## config.mk

```make
export PLATFORM = sky130hd
export DESIGN_NAME = hex_ascii_serializer
export DESIGN_NICKNAME = d
export VERILOG_FILES = /design/src/rtl/hex_ascii_serializer.sv
export SDC_FILE = /design/constraint.sdc
export NUM_CORES = 1
export LEC_CHECK = 0
export BUFFER_PORTS_ARGS = -buffer_cell sky130_fd_sc_hd__buf_2
export CORE_ASPECT_RATIO = 0.75
export CORE_MARGIN = 3
export CORE_UTILIZATION = 54
export CTS_CLUSTER_DIAMETER = 120
export DETAILED_ROUTE_END_ITERATION = 8
export GPL_TIMING_DRIVEN = 0
export PLACE_DENSITY = 0.8
export REMOVE_ABC_BUFFERS = 1
export SLEW_MARGIN = 40
export SYNTH_ARGS = -nofsm -noshare
export SYNTH_HDL_FRONTEND = slang
export SYNTH_SLANG_ARGS = --single-unit
export TNS_END_PERCENT = 30
```

## constraint.sdc

```tcl
create_clock -name CLK -period 1.85 [get_ports CLK]
set_input_delay 0.4625 -clock CLK [delete_from_list [all_inputs] [get_ports CLK]]
set_output_delay 0.4625 -clock CLK [all_outputs]
set_load 0.01 [all_outputs]
```

## src/rtl/hex_ascii_serializer.sv

```systemverilog
// hex_ascii_serializer: streams a word as ASCII hex digits, MS nibble first.
// Define HEX_PREFIX_EN to emit a "0x" prefix ahead of every word.
module hex_ascii_serializer #(
  parameter int DATA_W = 32
) (
  input  logic              CLK,
  input  logic              RST,
  input  logic              IN_VALID,
  output logic              IN_READY,
  input  logic [DATA_W-1:0] IN_DATA,
  input  logic              IN_LOWER,
  output logic              OUT_VALID,
  input  logic              OUT_READY,
  output logic [7:0]        OUT_CHAR,
  output logic              OUT_LAST
);

  localparam int NIBBLES = DATA_W / 4;
  localparam int CW = $clog2(NIBBLES) + 1;
  localparam logic [CW-1:0] LAST_CNT = CW'(NIBBLES - 1);

  if ((DATA_W % 4) != 0 || DATA_W < 4) begin : g_bad_w
    $error("DATA_W must be a multiple of 4 and >= 4");
  end

`ifdef HEX_PREFIX_EN
  typedef enum logic [1:0] {IDLE, PREFIX0, PREFIX1, DIGITS} state_t;
`else
  typedef enum logic {IDLE, DIGITS} state_t;
`endif

  state_t            state_q, state_d;
  logic [DATA_W-1:0] data_q, data_d;
  logic              lower_q, lower_d;
  logic [CW-1:0]     cnt_q, cnt_d;
  logic [3:0]        nib;
  logic [7:0]        digit;
  logic              last;

  // Word is shifted left so the digit on show is always the top nibble
  assign nib   = data_q[DATA_W-1 -: 4];
  assign digit = (nib < 4'd10) ? (8'h30 + {4'h0, nib})
               : ((lower_q ? 8'h57 : 8'h37) + {4'h0, nib});
  assign last  = (cnt_q == LAST_CNT);

  always_ff @(posedge CLK) begin
    if (RST) begin
      state_q <= IDLE;
      data_q  <= '0;
      lower_q <= 1'b0;
      cnt_q   <= '0;
    end else begin
      state_q <= state_d;
      data_q  <= data_d;
      lower_q <= lower_d;
      cnt_q   <= cnt_d;
    end
  end

  always_comb begin
    state_d   = state_q;
    data_d    = data_q;
    lower_d   = lower_q;
    cnt_d     = cnt_q;
    IN_READY  = 1'b0;
    OUT_VALID = 1'b0;
    OUT_CHAR  = 8'h00;
    OUT_LAST  = 1'b0;
    case (state_q)
      IDLE: begin
        IN_READY = 1'b1;
        if (IN_VALID) begin
          data_d  = IN_DATA;
          lower_d = IN_LOWER;
          cnt_d   = '0;
`ifdef HEX_PREFIX_EN
          state_d = PREFIX0;
`else
          state_d = DIGITS;
`endif
        end
      end
`ifdef HEX_PREFIX_EN
      PREFIX0: begin
        OUT_VALID = 1'b1;
        OUT_CHAR  = 8'h30;
        if (OUT_READY) state_d = PREFIX1;
      end
      PREFIX1: begin
        OUT_VALID = 1'b1;
        OUT_CHAR  = 8'h78;
        if (OUT_READY) state_d = DIGITS;
      end
`endif
      DIGITS: begin
        OUT_VALID = 1'b1;
        OUT_CHAR  = digit;
        OUT_LAST  = last;
        if (OUT_READY) begin
          if (last) begin
            state_d = IDLE;
          end else begin
            cnt_d  = cnt_q + 1'b1;
            data_d = data_q << 4;
          end
        end
      end
      default: state_d = IDLE;
    endcase
  end

endmodule

```

==> results of run 1 <==
[worst paths after layout]
| path | depth (start not counted) | end | slack, ps |
|---|---|---|---|
| worst max register to register | 4 | data_q[15] | 130 |
| worst max-delay path | 6 | OUT_CHAR[2] | 9 |
| worst min-delay path | 3 | data_q[1] | 380 |
| worst min register to register | 2 | data_q[3] | 450 |
[layout make-up]
type	instances	share of cell area [%]
Multi-Input combinational cell	146	49.9
Sequential cell	38	30.8
Timing Repair Buffer	50	12.3
Clock buffer	7	3.45
Tap cell	50	2.50
Clock inverter	1	0.200
Inverter	5	0.851
[state kept, by name, indices dropped and copies added, names as in the netlist]
signal	cells
data_q	32
cnt_q	4
lower_q	1
state_q	1
[per-layer routing]
metal  vias to the layer above  global-route usage [%]
met1                       859                    29.8
met3                        12                    5.57
li1                        877                       -
met2                        69                    34.1
met5                         -                       0
met4                         0                    8.48
[where the power goes]
group          switching, uW  internal (uW)  total (uW)
combinational            228            200         428
clock                    299            301         599
sequential              58.6            888         947
[worst reg2reg max path, cell delays in order (launching register included)]
cell	delay [ps]
sky130_fd_sc_hd__dfxtp_4	430
sky130_fd_sc_hd__nor2b_4	370
sky130_fd_sc_hd__buf_16	220
sky130_fd_sc_hd__a21o_2	430
sky130_fd_sc_hd__a211oi_2	130
[metrics by stage]
step	util (%)	setup WS (ps)	cells
global placement	64.2	-2100	283
floorplan	-	-1150	187
global route	71.2	-40.3	297
finish	71.2	8.69	297
detailed placement	65.5	-349	284
CTS	70.0	10.9	295
[cell usage after synthesis (all sizes together), types with 2 or more instances]
| cell type | number | area [um2] |
|---|---|---|
| mux2i | 29 | 290 |
| dfxtp | 38 | 761 |
| a211oi | 57 | 553 |
| buf | 17 | 119 |
| nor4b | 2 | 17.5 |
| inv | 4 | 15.0 |
| nor2 | 10 | 37.5 |
| clkbuf | 6 | 22.5 |
| ha | 2 | 25.0 |
| a21oi | 6 | 30.0 |
| nand3b | 2 | 18.8 |
| nand3 | 6 | 30.0 |
| o21ai | 5 | 25.0 |
| nor2b | 2 | 12.5 |
| o21bai | 2 | 15.0 |
| nand2 | 8 | 30.0 |
[kinds of logic after synthesis]
| family | count (synthesis) |
|---|---|
| mux | 29 |
| fa+ha+maj | 2 |
| simple gates | 37 |
| buf+inv | 28 |
| compound gates | 74 |
| other cells | 1 |
| xor+xnor | 1 |
| flops | 38 |
[what timing repair did]
action                     CTS  global route
gates cloned                 1             1
setup buffers                2             1
pin swaps                    1             3
setup endpoints to repair   44            39
gates resized for setup      9             6
==> results summary, run 1 <==
The run finished with clean final reports. The signal on the critical path passes through inv_4, ha_4, and4b_1, a21oi_2, nor2_1, buf_2. The startpoint identified for the worst register-to-register timing path is state_q. The number of antenna violations at the first check in global routing is 0.

The worst relative slew slack came out at about 64%. For this block, wires on met1 add up to 2470 um. The post-detailed-route wirelength per cell came out at between 15 and 20 um. The count of boundary I/O pins came out at 48. Dividing the detail-routed via count by the number of cells gives roughly 6. Compared with the post-synthesis result, the final layout area differs by 18.7%. The worst-case clock skew came out at 7.92 ps. The peak supply drop came out at 0.566 mV. The congestion estimate from routability-driven global placement came to 0.885. Dividing total power by cell area gives a power density of a little under 800 nW/um2. After synthesis, the share of cell area in mux cells is roughly 14%. The layout net count is 285. The floorplan step defined a die boundary enclosing 4690 um2. The count of mapped cells out of synthesis is 210. The routed layout has around 1,800 vias. After clock tree synthesis, the clock-pin slew on the worst setup and hold paths is roughly 80 ps. The count of routing violations after the opening detailed-route iteration is 80. The core footprint came out at between 3000 and 4000 um2.

The cell area after placement came out at roughly 2300 um2. The first-pass iteration count of the detailed router is 4. The startpoint type of the worst setup path is a flop.

Setup repair after global routing could not meet its margin everywhere. The number of buffers added on ports came out at 46. The library cell used most frequently in the layout, excluding fill and tap cells, is sky130_fd_sc_hd__buf_2. The highest-delay cell along the critical path is sky130_fd_sc_hd__dfxtp_4. The average cell area after synthesis is between 10 and 15 um2. The number of antenna diodes came out at 0. The number of design rule violations left after detail routing is 0. Counting flops with an async set or reset pin after synthesis yields a share of 0%. Fill cells in the final layout number between 200 and 300.

The antenna violation net count after detailed routing is 0. The critical path data required time came out at 1390 ps. The type of element capturing the critical path is an output port. The first global-routing pass estimated 8140 um of wire.

The minimum clock period is 1840 ps. The CTS tree is yes. The HPWL reported at the end of detailed placement is 2790 um. The area of the mapped netlist came out at 2110 um2. Of all nets on the critical path, the largest fanout is 7. Synthesis instantiated 35 different standard cells from the library. The number of global-route vias before repair is about 1,700. The TritonCTS buffer count came out at 5.

The arrival time reported for the critical path endpoint came out at 1380 ps. The final hold violation count is 0. The fraction of layout cells with a size suffix above 1 came out at about two fifths. The number of flops mapped to enable cells by yosys came out at 0. The slew at the pin closest to its max-slew limit is 536 ps. The floorplan has 18 rows. The source-to-sink clock delay at the later pin of the worst-skew pair came out at roughly 300 ps. After Yosys synthesis, XOR and XNOR cells account for 0.416% of the synthesized area. The clock passes through at most 2 buffers.

The synthesized flop and latch total came out at 38. The delay of the slowest cell on the worst path is roughly 400 ps. The met2 wire length is roughly 2200 um. After detailed routing, the total wire length is approximately 5100 um. Signal routing reaches up to met4. The overall die width is 78.1 um. The arithmetic-cell share of the synthesized area counting full adders, half adders and majority gates came out at between 1 and 1.5%. In the layout the commonest cells are 45 x sky130_fd_sc_hd__buf_2, 34 x sky130_fd_sc_hd__dfxtp_1, 31 x sky130_fd_sc_hd__a211oi_1. Entering global routing, the biggest net connects 37 pins. CTS placed an instance of sky130_fd_sc_hd__clkbuf_8 at the clock tree root. Of the total synthesized cell area, the portion taken by AND, OR, NAND and NOR gates is 9.27%. Registers take between 700 and 800 um2. The multi-input logic area is 1250 um2. For this configuration, the core starts out at a cell density of 59.9%.

The worst hold-check slack is 385 ps. The final standard cell area without fillers is 2500 um2. The total negative setup slack came out at 0 ps.

The routed length on met3 is 314 um. Summing the areas of all compound-gate instances in the mapped netlist gives a little under a third of the synthesized area. Across the run, the number of max-cap violations was 0. The count of endpoints failing setup in the final report is 0. The maximum level of the CTS H-tree came out at 2.

The flip-flop cell with the highest count after synthesis is sky130_fd_sc_hd__dfxtp_1. The worst hold path class is in -> reg. Tracing the worst setup path back leads to its startpoint at data_q[29]. Global routing used 22.1% of the available tracks across all layers. The number of max-slew violations in the final report was 0. After layout, the design draws a total of 1970 uW.

The final worst-path cycle share came out at between 90% and 100%. The leakage power is 0.000983 uW. Sequential elements use 36.1% of the synthesized area. Measured along the y axis, the die boundary spans 60.1 um. The number of buffers added to fix hold violations after cts is 0. The startpoint identified for the worst hold timing path is IN_DATA[1]. The kind of cell with the highest combined delay along the critical path is flip-flops. The highest attainable clock frequency is 0.543 GHz. After synthesis, the largest family of logic cells by area is compound AO/OA/AOI/OAI gates.

The total number of clock tree sinks is 38. The critical path in this run is classified as reg -> out. After global routing the overflow that remains totals 0.

The combined buffer and inverter count along the critical path came out at 2. The number of synthesis warnings is 0.
No activity file was read; power rests on OpenSTA's default activity.
==> inputs of run 2 (changes only) <==
--- a/config.mk
+++ b/config.mk
@@ -6,7 +6,6 @@
 export NUM_CORES = 1
 export LEC_CHECK = 0
 export BUFFER_PORTS_ARGS = -buffer_cell sky130_fd_sc_hd__buf_2
-export CORE_ASPECT_RATIO = 0.75
 export CORE_MARGIN = 3
 export CORE_UTILIZATION = 54
 export CTS_CLUSTER_DIAMETER = 120
==> run 2 against run 1 <==
Maximum frequency rose by 1.2%. Power down 2.0%. Global-route usage shrank 0.62 points. Cell area is 0.10% lower. Critical path depth stayed put. Cell count decreased by 0.67%. Via count fell by 3.1%. Critical endpoint unchanged. Largest cell class unchanged. Highest routed layer unchanged.
==> results summary, run 2 (synthesized netlist as in run 1, its figures left out) <==
The flow ran to the end, and the final reports show no timing, DRC or antenna violations. The standard-cell row count was 22 (+4). The count of boundary I/O pins is 48 (unchanged). The number of standard cells in the layout, taps in and fillers out is 295 (-0.67%).

The layout overhead on the synthesized area is 18.6%. Setup repair after global routing could not meet its margin everywhere. The max capacitance violation total is 0 (unchanged). The combined buffer and inverter count along the critical path came out at 2 (unchanged). The highest attainable clock frequency is 0.550 GHz (+1.2%). The fraction of layout cells with a size suffix above 1 is 38.9% (-1.2 points). The overall die area was 4680 um2 (-0.17%). The post-detailed-route wirelength per cell is 16.6 um (-4.2%). The minimum clock period came to 1820 ps (-22.4 ps). The critical path is of the reg -> out type. The via count of the routed design is 1,761 (-3.1%).

The first-pass GRT wire length came out at 7430 um (-8.7%). STA classifies the critical path endpoint as an output port. The met3 usage is 4.27% (-1.3 points). The clock-pin slew reported for the worst setup and hold paths after clock tree synthesis came out at 70 ps (about the same). The worst relative slew slack is 63.0% (-1.3 points). The number of buffers added to fix hold violations after cts came out at 0 (unchanged). The total number of clock tree sinks is 38 (unchanged).

The first-pass iteration count of the detailed router is 4 (unchanged). The cell chosen for the clock root is sky130_fd_sc_hd__clkbuf_8. The post-route total power came out at 1930 uW (-2.0%). The critical path goes through inv_1, ha_4, and4b_1, a21oi_2, nor2_1, buf_2. The largest registers in the layout are data_q x32, cnt_q x4.

The library cell used most frequently in the layout, excluding fill and tap cells, is sky130_fd_sc_hd__buf_2. The register ranked first by flip-flop count is data_q. The leakage power is 0.000983 uW (about the same). The maximum number of pins on one net before global-route repair is 37 (unchanged). The core footprint is 3720 um2 (+5.8%). The maximum level of the CTS H-tree is 2 (unchanged). The number of antenna diodes is 0 (unchanged).

The TritonCTS buffer count is 5 (unchanged). The critical path data required time is 1390 ps (about the same). The peak supply drop came to 0.440 mV (-22%). The total placed cells including tap cells was 282 (-0.70%). The dominant delay contributor by cell family on the critical path is flip-flops. The total global-route track usage is 21.4% (-0.62 points). The count of routing violations after the opening detailed-route iteration is 68 (-15%). The number of buffers on the longest clock path is 2 (unchanged). The power per unit of standard cell area is 775 nW/um2 (-1.9%). The overall die width came out at 68.4 um (-12%). The highest-utilization routing layer at the global route stage is met2. The number of design rule violations left after detail routing came out at 0 (unchanged).

The layout net count came out at 286 (+0.35%). The global placer's final weighted congestion is 0.721 (-18%). The top cell types in the final layout, fill and taps aside, are 45 x sky130_fd_sc_hd__buf_2, 34 x sky130_fd_sc_hd__dfxtp_1, 32 x sky130_fd_sc_hd__a211oi_1.

The starting utilization of the core area came out at 56.7% (-3.3 points). The number of global-route vias before repair was 1,605 (-5.9%). The worst-case clock skew is 9.66 ps (+1.74 ps).

The number of max-slew violations in the final report is 0 (unchanged). The worst hold path class is in -> reg. The total wire length is 4880 um (-4.9%). The source-to-sink clock delay at the later pin of the worst-skew pair is 290 ps (about the same). The number of buffers added on ports is 46 (unchanged). The slew at the pin closest to its max-slew limit came out at 555 ps (+19.7 ps). The flip-flop count of the largest register, all copies and words added is 32 (unchanged).

The global-route met1 utilization is 27.7% (-2.1 points). The count of endpoints failing setup in the final report came out at 0 (unchanged). The worst setup path is launched from a flop. The largest individual stage delay along the critical path comes from the cell sky130_fd_sc_hd__dfxtp_4. The HPWL reported at the end of detailed placement is 2640 um (-5.5%).

The antenna violation net count after detailed routing came out at 0 (unchanged). The global-route congestion overflow total is 0 (unchanged). The final worst-path cycle share came to 98.3% (-1.2 points). The met2 usage came out at 34.1% (-0.058 points).

The delay of the slowest cell on the worst path is 380 ps (-20 ps). The detail-routed via count per cell came out at 5.97 (-2.4%). The CTS tree is yes. The die height is 68.4 um (+14%). The number of inserted filler cells in the final layout came out at 312 (+11%).

The critical-path maximum fanout came out at 7 (unchanged). The final hold violation count came out at 0 (unchanged). The number of antenna violations at the first check in global routing is 0 (unchanged). The arrival time reported for the critical path endpoint came out at 1360 ps (-20 ps).
run 2: cell types whose count changed in the layout (fill, tap and decap cells not counted):
cell,before,now
sky130_fd_sc_hd__a211oi_1,31,32
sky130_fd_sc_hd__inv_1,1,3
sky130_fd_sc_hd__buf_4,2,4
sky130_fd_sc_hd__clkinv_2,1,0
sky130_fd_sc_hd__buf_6,1,0
sky130_fd_sc_hd__a21o_4,1,2
sky130_fd_sc_hd__inv_2,2,0
sky130_fd_sc_hd__a21o_2,1,0
sky130_fd_sc_hd__a211oi_2,26,25
run 2: power breakdown:
| group | internal [uW] | total [uW] | switching [uW] |
|---|---|---|---|
| Combinational | 201 | 418 | 217 |
| Clock | 295 | 568 | 273 |
| Sequential | 889 | 949 | 60.1 |
run 2: tightest hold or removal path: stages:
cell and delay (ps):
sky130_fd_sc_hd__buf_2 80, sky130_fd_sc_hd__nand3_1 50, sky130_fd_sc_hd__o21ai_1 60
run 2: metal layers:
layer / part of all wire [%] / vias up
met2: 46 / 56
met5: 0 / -
met4: 1.8 / 0
met3: 6.4 / 11
li1: - / 877
met1: 46 / 817
run 2: worst paths after layout:
path | start | endpoint | slack (ps) | cells after the start
worst min register to register | data_q[1] | data_q[1] | 470 | 2
worst min-delay path | IN_DATA[0] | data_q[0] | 390 | 3
worst max-delay path | data_q[29] | OUT_CHAR[2] | 30 | 6
worst max register to register | state_q | data_q[31] | 140 | 3
run 2: per-stage QoR:
step                utilization (%)  hold WS (ps)  TNS, ps  setup slack (ps)  instance area [um2]
finish                         67.2           392        0              31.1                 2500
global route                   67.2           428    -31.6             -31.6                 2500
CTS                            65.8           394    -34.2             -34.2                 2450
detailed placement             61.8           450   -11390              -353                 2300
global placement               60.7           435   -85740             -2160                 2250
floorplan                         -           428   -45480             -1150                 1960
run 2: area by class of cell:
type / instances / area (um2) / area share (%)
Multi-Input combinational cell: 146 / 1250 / 50.0
Sequential cell: 38 / 771 / 30.9
Timing Repair Buffer: 51 / 310 / 12.4
Clock buffer: 7 / 86.3 / 3.46
Tap cell: 48 / 60.1 / 2.40
Inverter: 5 / 21.3 / 0.852
run 2: repair_timing:
action                                 4_1_cts  5_1_grt
buffers inserted                             2        2
gates cloned                                 1        1
pin swaps                                    1        1
resized for setup                            6        7
setup endpoints to repair                   43       37
endpoints found under the hold margin        0        0
